**config.mk**
```make
export PLATFORM = sky130hd
export DESIGN_NAME = store_drain_unit
export DESIGN_NICKNAME = d
export VERILOG_FILES = /design/src/rtl/store_drain_unit.sv
export SDC_FILE = /design/constraint.sdc
export NUM_CORES = 1
export LEC_CHECK = 0
export ABC_CLOCK_PERIOD_IN_PS = 1900
export CAP_MARGIN = 20
export CORE_AREA = 2 2 104 106
export CTS_BUF_LIST = sky130_fd_sc_hd__clkbuf_8
export DETAILED_ROUTE_END_ITERATION = 7
export DIE_AREA = 0 0 106 108
export GPL_ROUTABILITY_DRIVEN = 0
export PLACE_DENSITY_LB_ADDON = 0.12
export SLEW_MARGIN = 20
export SYNTH_ARGS = -nofsm -noshare
export SYNTH_HDL_FRONTEND = slang
export SYNTH_SLANG_ARGS = --single-unit
```
**constraint.sdc**
```tcl
create_clock -name clk -period 1.9 [get_ports clk]
set_clock_uncertainty 0.15 [all_clocks]
set_input_delay 0.38 -clock clk [delete_from_list [all_inputs] [get_ports clk]]
set_output_delay 0.38 -clock clk [all_outputs]
set_load 0.05 [all_outputs]
```
**src/rtl/store_drain_unit.sv**
```systemverilog
// Drains committed stores from the store-queue head into the dcache, one entry in flight.
// A missed write is replayed from the holding register after a fixed idle backoff.
//
// state   | meaning
// IDLE    | no entry held, head entry may be accepted
// REQ     | write request presented to dcache from holding register
// WAIT    | request accepted, waiting for dcache response
// BACKOFF | miss seen, idling before replaying the same request
module store_drain_unit #(
    parameter int ADDR_WIDTH     = 32,
    parameter int DATA_WIDTH     = 32,
    parameter int QUEUE_SIZE     = 8,
    parameter int BACKOFF_CYCLES = 4,
    parameter int ID_WIDTH       = $clog2(QUEUE_SIZE)
) (
    input  logic                    clk,
    input  logic                    rst,

    input  logic                    sq_valid_i,
    output logic                    sq_ready_o,
    input  logic [ADDR_WIDTH-1:0]   sq_addr_i,
    input  logic [DATA_WIDTH-1:0]   sq_data_i,
    input  logic [DATA_WIDTH/8-1:0] sq_wstrb_i,
    input  logic [ID_WIDTH-1:0]     sq_id_i,
    input  logic                    sq_uncached_i,

    output logic                    dc_req_valid_o,
    input  logic                    dc_req_ready_i,
    output logic [ADDR_WIDTH-1:0]   dc_addr_o,
    output logic [DATA_WIDTH-1:0]   dc_data_o,
    output logic [DATA_WIDTH/8-1:0] dc_wstrb_o,
    output logic                    dc_uncached_o,
    input  logic                    dc_resp_valid_i,
    input  logic                    dc_resp_miss_i,

    output logic                    retire_valid_o,
    output logic [ID_WIDTH-1:0]     retire_id_o,
    output logic                    busy_o,
    output logic [15:0]             replay_cnt_o
);

    localparam int BO_WIDTH = (BACKOFF_CYCLES > 1) ? $clog2(BACKOFF_CYCLES) : 1;
    localparam logic [BO_WIDTH-1:0] BO_LOAD = BO_WIDTH'(BACKOFF_CYCLES - 1);

    typedef enum logic [1:0] {
        ST_IDLE    = 2'd0,
        ST_REQ     = 2'd1,
        ST_WAIT    = 2'd2,
        ST_BACKOFF = 2'd3
    } state_t;

    state_t                  state;
    logic [BO_WIDTH-1:0]     bo_cnt;
    logic [ADDR_WIDTH-1:0]   hold_addr;
    logic [DATA_WIDTH-1:0]   hold_data;
    logic [DATA_WIDTH/8-1:0] hold_wstrb;
    logic [ID_WIDTH-1:0]     hold_id;
    logic                    hold_uncached;

    always_ff @(posedge clk or negedge rst) begin
        if (!rst) begin
            state          <= ST_IDLE;
            bo_cnt         <= '0;
            hold_addr      <= '0;
            hold_data      <= '0;
            hold_wstrb     <= '0;
            hold_id        <= '0;
            hold_uncached  <= 1'b0;
            retire_valid_o <= 1'b0;
            retire_id_o    <= '0;
            replay_cnt_o   <= '0;
        end else begin
            retire_valid_o <= 1'b0;
            case (state)
                ST_IDLE: begin
                    if (sq_valid_i) begin
                        hold_addr     <= sq_addr_i;
                        hold_data     <= sq_data_i;
                        hold_wstrb    <= sq_wstrb_i;
                        hold_id       <= sq_id_i;
                        hold_uncached <= sq_uncached_i;
                        // an all-zero strobe writes nothing, so retire without touching the dcache
                        if (sq_wstrb_i != '0) begin
                            state <= ST_REQ;
                        end else begin
                            retire_valid_o <= 1'b1;
                            retire_id_o    <= sq_id_i;
                        end
                    end
                end
                ST_REQ: begin
                    if (dc_req_ready_i) begin
                        state <= ST_WAIT;
                    end
                end
                ST_WAIT: begin
                    if (dc_resp_valid_i) begin
                        if (dc_resp_miss_i) begin
                            state  <= ST_BACKOFF;
                            bo_cnt <= BO_LOAD;
                            if (replay_cnt_o != 16'hFFFF) begin
                                replay_cnt_o <= replay_cnt_o + 16'd1;
                            end
                        end else begin
                            state          <= ST_IDLE;
                            retire_valid_o <= 1'b1;
                            retire_id_o    <= hold_id;
                        end
                    end
                end
                ST_BACKOFF: begin
                    if (bo_cnt == '0) begin
                        state <= ST_REQ;
                    end else begin
                        bo_cnt <= bo_cnt - BO_WIDTH'(1);
                    end
                end
                default: state <= ST_IDLE;
            endcase
        end
    end

    assign sq_ready_o     = (state == ST_IDLE);
    assign busy_o         = (state != ST_IDLE);
    assign dc_req_valid_o = (state == ST_REQ);
    assign dc_addr_o      = hold_addr;
    assign dc_data_o      = hold_data;
    assign dc_wstrb_o     = hold_wstrb;
    assign dc_uncached_o  = hold_uncached;

endmodule

```
==> metrics, run 1 <==
first-pass GRT wire length 15120 um; vias in the first global route 2960; drt first pass iters 4; Non-Filler Instances 617; mapped cell area just over 4000 um2; core box area 10230 um2; net switching power 0.005364 W; power density cells 1853 nW/um2; top post-synthesis cells by area dfrtp_1, mux2_2, xor2_1; Layout Nets 563; mean area per synthesized cell around 15 um2; reg2reg path depth 5; worst slew pin tran about 570 ps; fin. max-slew vios 0; Clock Sinks 96; Hold Crit Class reg2reg; worst path required time between 1500 and 2000 ps; count leader, synth dfrtp_1; Rel. slew slack 61.24%; largest fanout on the critical path 3; combinational share of power 58.6%; fraction of layout cells with a size suffix above 1 between 40% and 50%; die area 11450 um2; die width 106 um; routed via count 2912; syn nets 360; Synth area leader dfrtp_1; RSZ-0062 raised after global routing yes; largest net degree at the start of global routing 38; area occupied by registers 2405 um2; post-synthesis sequential area ratio 59.10%; Routed WL 9430 um; later-pin clock latency in the skew report 350 ps; GRT Util Overall between 15 and 20%; Tmin final 1859 ps; status finished clean; Num CTS Buffers 9; critical path arrival 1950 ps; Die H 108 um; r2r setup slk 40 ps; clk slew on worst S/H paths about 90 ps; initial drt markers 64; Ant. Diodes 0; Layout area overhead 53.62%; initial core utilization 39.73%; Inst Count DP 600; Top Ports 170; Buffers on Ports 169; # DRC 0; Setup Viol. Count Final 0; antenna violations before repair 0; via/cell ratio 4.720; # fillers 845; clock network power share 12.2%; number of enable flip-flop cells after synthesis 0; fmax around 540 MHz; grt ovf 0; Flop pwr share between 20 and 30%; Max Cap Viol 0; TritonCTS clock tree yes; ys async rst share 100.0%; Hold Fails Final Rpt 0; Worst Hold Depth 1; P_int roughly 0.0062 W; Sw Share 46.36%; H-tree depth 3; type of the worst setup path in2reg; leakage power between 2 and 3 nW; routed length per instance 15.28 um; overall power roughly 0.012 W; VDD IR max between 900 and 1000 uV; Multi-input gate area 1638 um2; CTS Buffer Depth 2; crit end category flip-flop; synth unique cells 39; row cnt 37; yosys synthesis warning count 0; Setup crit start kind primary input; commonest register cell after synthesis dfrtp_1; Post-Synthesis Cells 275; hpwl dp 7107 um; Routed Antenna Nets 0; Synth Register Bits 96; Post-synth top cells dfrtp_1, mux2_2, xor2_1, nand2_1, nor2_1; cell chosen for the clock root clkbuf_8; final worst-path cycle share a little over nine tenths; share of the synthesized area in the top cell type 59.10%
==> power by group through the flow <==
stage / logic [W] / clock network (W) / registers, W
final: 0.00678 / 0.00141 / 0.00338
after global routing: 0.00708 / 0.00157 / 0.00350
after floorplan: 0.00163 / 0 / 0.00628
after global placement: 0.00671 / 0 / 0.00340
after CTS: 0.00682 / 0.00146 / 0.00339
after detailed placement: 0.00677 / 0 / 0.00343
==> through the flow <==
stage	utilization, %	hold slack [ps]	worst slack (ps)	setup TNS (ps)	area (um2)
6_report	61.04	347.0	41.43	0	6245
5_1_grt	61.04	361.6	-9.229	-34.45	6245
4_1_cts	60.78	347.2	25.88	0	6218
3_5_place_dp	58.52	207.2	-338.1	-3911	5987
3_3_place_gp	58.52	201.6	-326.4	-2867	5987
2_1_floorplan	-	-65.59	-11.12	-33.35	4086
==> flip-flops by register name, indices dropped and copies added, names as in the netlist <==
name	flops
hold_id	3
retire_valid_o	1
dc_wstrb_o	4
bo_cnt	2
replay_cnt_o	16
dc_addr_o	32
dc_data_o	32
state	2
dc_uncached_o	1
retire_id_o	3
==> path summary, 6_finish.rpt <==
path	start	to
setup / recovery	sq_wstrb_i[1]	retire_id_o[0]$_DFFE_PN0P_
hold / removal	retire_id_o[0]$_DFFE_PN0P_	retire_id_o[0]$_DFFE_PN0P_
setup reg to reg	state[1]$_DFFE_PN0P_	retire_id_o[0]$_DFFE_PN0P_
hold reg to reg	retire_id_o[0]$_DFFE_PN0P_	retire_id_o[0]$_DFFE_PN0P_
max in group asynchronous	rst	dc_data_o[5]$_DFFE_PN0P_
min in group asynchronous	rst	dc_addr_o[7]$_DFFE_PN0P_
==> worst max-delay path, stage by stage <==
cell	delay, ps
clkdlybuf4s50_1	420
nor4_1	280
nand3_1	180
a221oi_4	330
mux2_1	360
==> area by class of cell <==
| type | instances | area share [%] |
|---|---|---|
| Clock inverter | 4 | 1.122 |
| Clock buffer | 10 | 2.204 |
| Inverter | 6 | 0.4208 |
| Sequential cell | 96 | 38.51 |
| Multi-Input combinational cell | 165 | 26.23 |
| Tap cell | 136 | 2.725 |
| Timing Repair Buffer | 200 | 28.79 |
==> cells by family (layout without fill, tap and decap cells) <==
group | after synthesis | in the layout | share of synthesized area, %
AOI/OAI and AO/OA | 12 | 12 | 3.109
DFF | 96 | 96 | 59.10
xor gates and xnor gates | 15 | 15 | 3.232
muxes | 79 | 79 | 21.88
adders and majority gates | 7 | 7 | 2.154
and+or+nand+nor | 52 | 52 | 8.834
buffers and inverters | 14 | 220 | 1.693
==> layer usage <==
layer,vias to the layer above,GRT usage [%],wire length [um]
li1,1381,-,-
met1,1419,21.53,4099
met2,100,28.25,4590
met3,12,4.461,571
met4,0,6.579,168
met5,-,0,0
==> repair_timing <==
item	CTS	global route
setup endpoints to repair	3	12
hold buffers	1	0
resized for setup	2	6
buffers inserted	1	1
pin swaps	0	3
hold endpoints to repair	30	0
==> placed cells by master, fill, tap and decap left out, types with 5 or more instances in the layout <==
master	Yosys	final
buf_4	0	114
dfrtp_1	96	94
mux2_2	76	76
clkdlybuf4s50_1	0	76
xor2_1	13	13
clkbuf_8	0	10
buf_12	0	8
nand3_1	7	7
nor2_1	8	7
nand2_1	9	7
nor3_1	5	5
Note: power is estimated with default switching activity, not from simulation.
==> inputs of run 2 (changes only) <==
- GPL_TIMING_DRIVEN: unset -> 0
==> metrics, run 2 (synthesis gave the netlist of run 1 again) <==
status complete, but fails checks (was finished clean); failing checks negative setup slack; leading cell type in the layout, fill and taps excluded dfrtp_1 (was buf_4); leakage power 2.847 nW (was 2.867 nW); later-pin clock latency in the skew report 350 ps (about the same); most frequent cells in the layout dfrtp_1, dlygate4sd2_1, mux2_2 (was buf_4, dfrtp_1, mux2_2, clkdlybuf4s50_1, xor2_1); fmax 509.2 MHz (was 538.0 MHz); crit-path max cell delay 430 ps (was 420 ps); worst slack, placed -445.8 ps (was -338.1 ps); Hold Worst Slack 278.0 ps (was 347.0 ps); largest net degree at the start of global routing 61 (was 38); TritonCTS clock tree yes (unchanged); CP most frequent cell buf_6; # DRC 0 (unchanged); CP cell instances buf_6, ha_4, and2b_2, buf_6, a2111oi_4, nor2_1, a31oi_1 (was clkdlybuf4s50_1, nor4_1, nand3_1, a221oi_4, mux2_1); antenna violations before repair 0 (unchanged); initial core utilization 39.73% (unchanged); via/cell ratio 4.788 (was 4.720); Layout area overhead 53.43% (was 53.62%); Setup crit start kind flip-flop (was primary input); Max Cap Viol 0 (unchanged); Rel. slew slack 63.62% (was 61.24%); drt first pass iters 4 (unchanged); Layout Nets 548 (was 563); Clock Sinks 96 (unchanged); row cnt 37 (unchanged); Hold Crit Class in2reg (was reg2reg); hold path startpoint sq_wstrb_i[2] (was retire_id_o[0]$_DFFE_PN0P_); combinational share of power 57.5% (was 58.6%); hpwl dp 7076 um (was 7107 um); grt ovf 0 (unchanged); die area 11450 um2 (unchanged); power density cells 1787 nW/um2 (was 1853 nW/um2); H-tree depth 3 (unchanged); crit end category flip-flop (unchanged); Top Ports 170 (unchanged); reg2reg path depth 7 (was 5); P_int 0.005736 W (was 0.006206 W); Flop pwr share 30.0% (was 29.2%); first-pass GRT wire length 15810 um (was 15120 um); fin. max-slew vios 0 (unchanged); Non-Filler Instances 604 (was 617); die width 106 um (unchanged); Routed Antenna Nets 0 (unchanged); Ant. Diodes 0 (unchanged); initial drt markers 90 (was 64); VDD IR max 791.0 uV (was 918.6 uV); Tmin final 1964 ps (was 1859 ps); CP Depth 7 (was 5); critical path arrival 2090 ps (was 1950 ps); final worst-path cycle share 103.4% (was 97.82%); slowest CP cell dfrtp_2 (was clkdlybuf4s50_1); worst r2r src state[1]$_DFFE_PN0P_ (unchanged); vias in the first global route 3049 (was 2960); Die H 108 um (unchanged); Routed WL 9635 um (was 9430 um); Sw Share 48.54% (was 46.36%); cell chosen for the clock root clkbuf_8 (unchanged); Num CTS Buffers 9 (unchanged); clk slew on worst S/H paths 100 ps (was 90 ps); type of the worst setup path reg2reg (was in2reg); fraction of layout cells with a size suffix above 1 32.69% (was 49.90%); Buf/Inv on CP 2 (was 1); GRT Util Overall 17.42% (was 17.03%); worst path required time 2020 ps (was 1990 ps); Worst Hold Depth 2 (was 1); Buffers on Ports 169 (unchanged); clock network power share 12.5% (was 12.2%); CTS Buffer Depth 2 (unchanged); Final Util 60.96% (was 61.04%); worst slew pin tran 547.8 ps (was 573.9 ps); Setup Viol. Count Final 3 (was 0); Hold Fails Final Rpt 0 (unchanged); final setup margin -63.82 ps (was 41.43 ps); CP top delay family compound AO/OA/AOI/OAI gates (was simple AND/OR/NAND/NOR gates); routed via count 2892 (was 2912); routed length per instance 15.95 um (was 15.28 um); largest fanout on the critical path 4 (was 3); Crit. Startpoint state[1]$_DFFE_PN0P_ (was sq_wstrb_i[1]); RSZ-0062 raised after global routing yes (unchanged); Inst Count DP 581 (was 600); core box area 10230 um2 (unchanged); setup TNS -95.46 ps (was 0 ps); net switching power 0.005410 W (was 0.005364 W)
run 2: area by class of cell:
class                   instances  area, um2
clock buffers                  10      137.6
multi-input cells             165       1695
clock inverters                 6      72.57
inverters                       6      28.78
fillers                       882       3994
well taps                     136      170.2
plain buffers                   8      63.81
repair buffers                177       1663
flip-flops and latches         96       2406
run 2: metal layers:
layer	track usage [%]	wire, um
met1	22.45	4163
met2	30.05	4819
met3	3.376	548
met4	5.169	103
met5	0	0
run 2: what timing repair did:
| action | CTS | global route |
|---|---|---|
| hold buffers | 1 | 0 |
| endpoints found under the setup margin | 176 | 41 |
| setup buffers | 1 | 5 |
| pin swaps | 2 | 7 |
| hold endpoints to repair | 36 | 0 |
| resized for setup | 118 | 46 |
run 2: through the flow:
step                      total power (W)  area [um2]
after floorplan                  0.007917        4086
after global placement            0.01012        5948
after detailed placement          0.01025        5977
after CTS                         0.01110        6117
after global routing              0.01173        6237
final                             0.01115        6237
run 2: path summary, 6_finish.rpt:
kind	to	slack (ps)
worst max register to register	state[0]$_DFFE_PN0P_	-60
worst max-delay path	state[0]$_DFFE_PN0P_	-60
worst min-delay path	dc_wstrb_o[2]$_DFFE_PN0P_	280
min in group asynchronous	dc_addr_o[7]$_DFFE_PN0P_	330
max in group asynchronous	dc_data_o[13]$_DFFE_PN0P_	630
worst min register to register	replay_cnt_o[0]$_DFFE_PN0P_	350
run 2: power groups by stage:
stage | Combinational (W) | Sequential (W) | Clock, W
final | 0.00641 | 0.00334 | 0.00139
after global routing | 0.00671 | 0.00349 | 0.00153
after CTS | 0.00630 | 0.00334 | 0.00146
after detailed placement | 0.00682 | 0.00343 | 0
after global placement | 0.00674 | 0.00339 | 0
after floorplan | 0.00163 | 0.00628 | 0
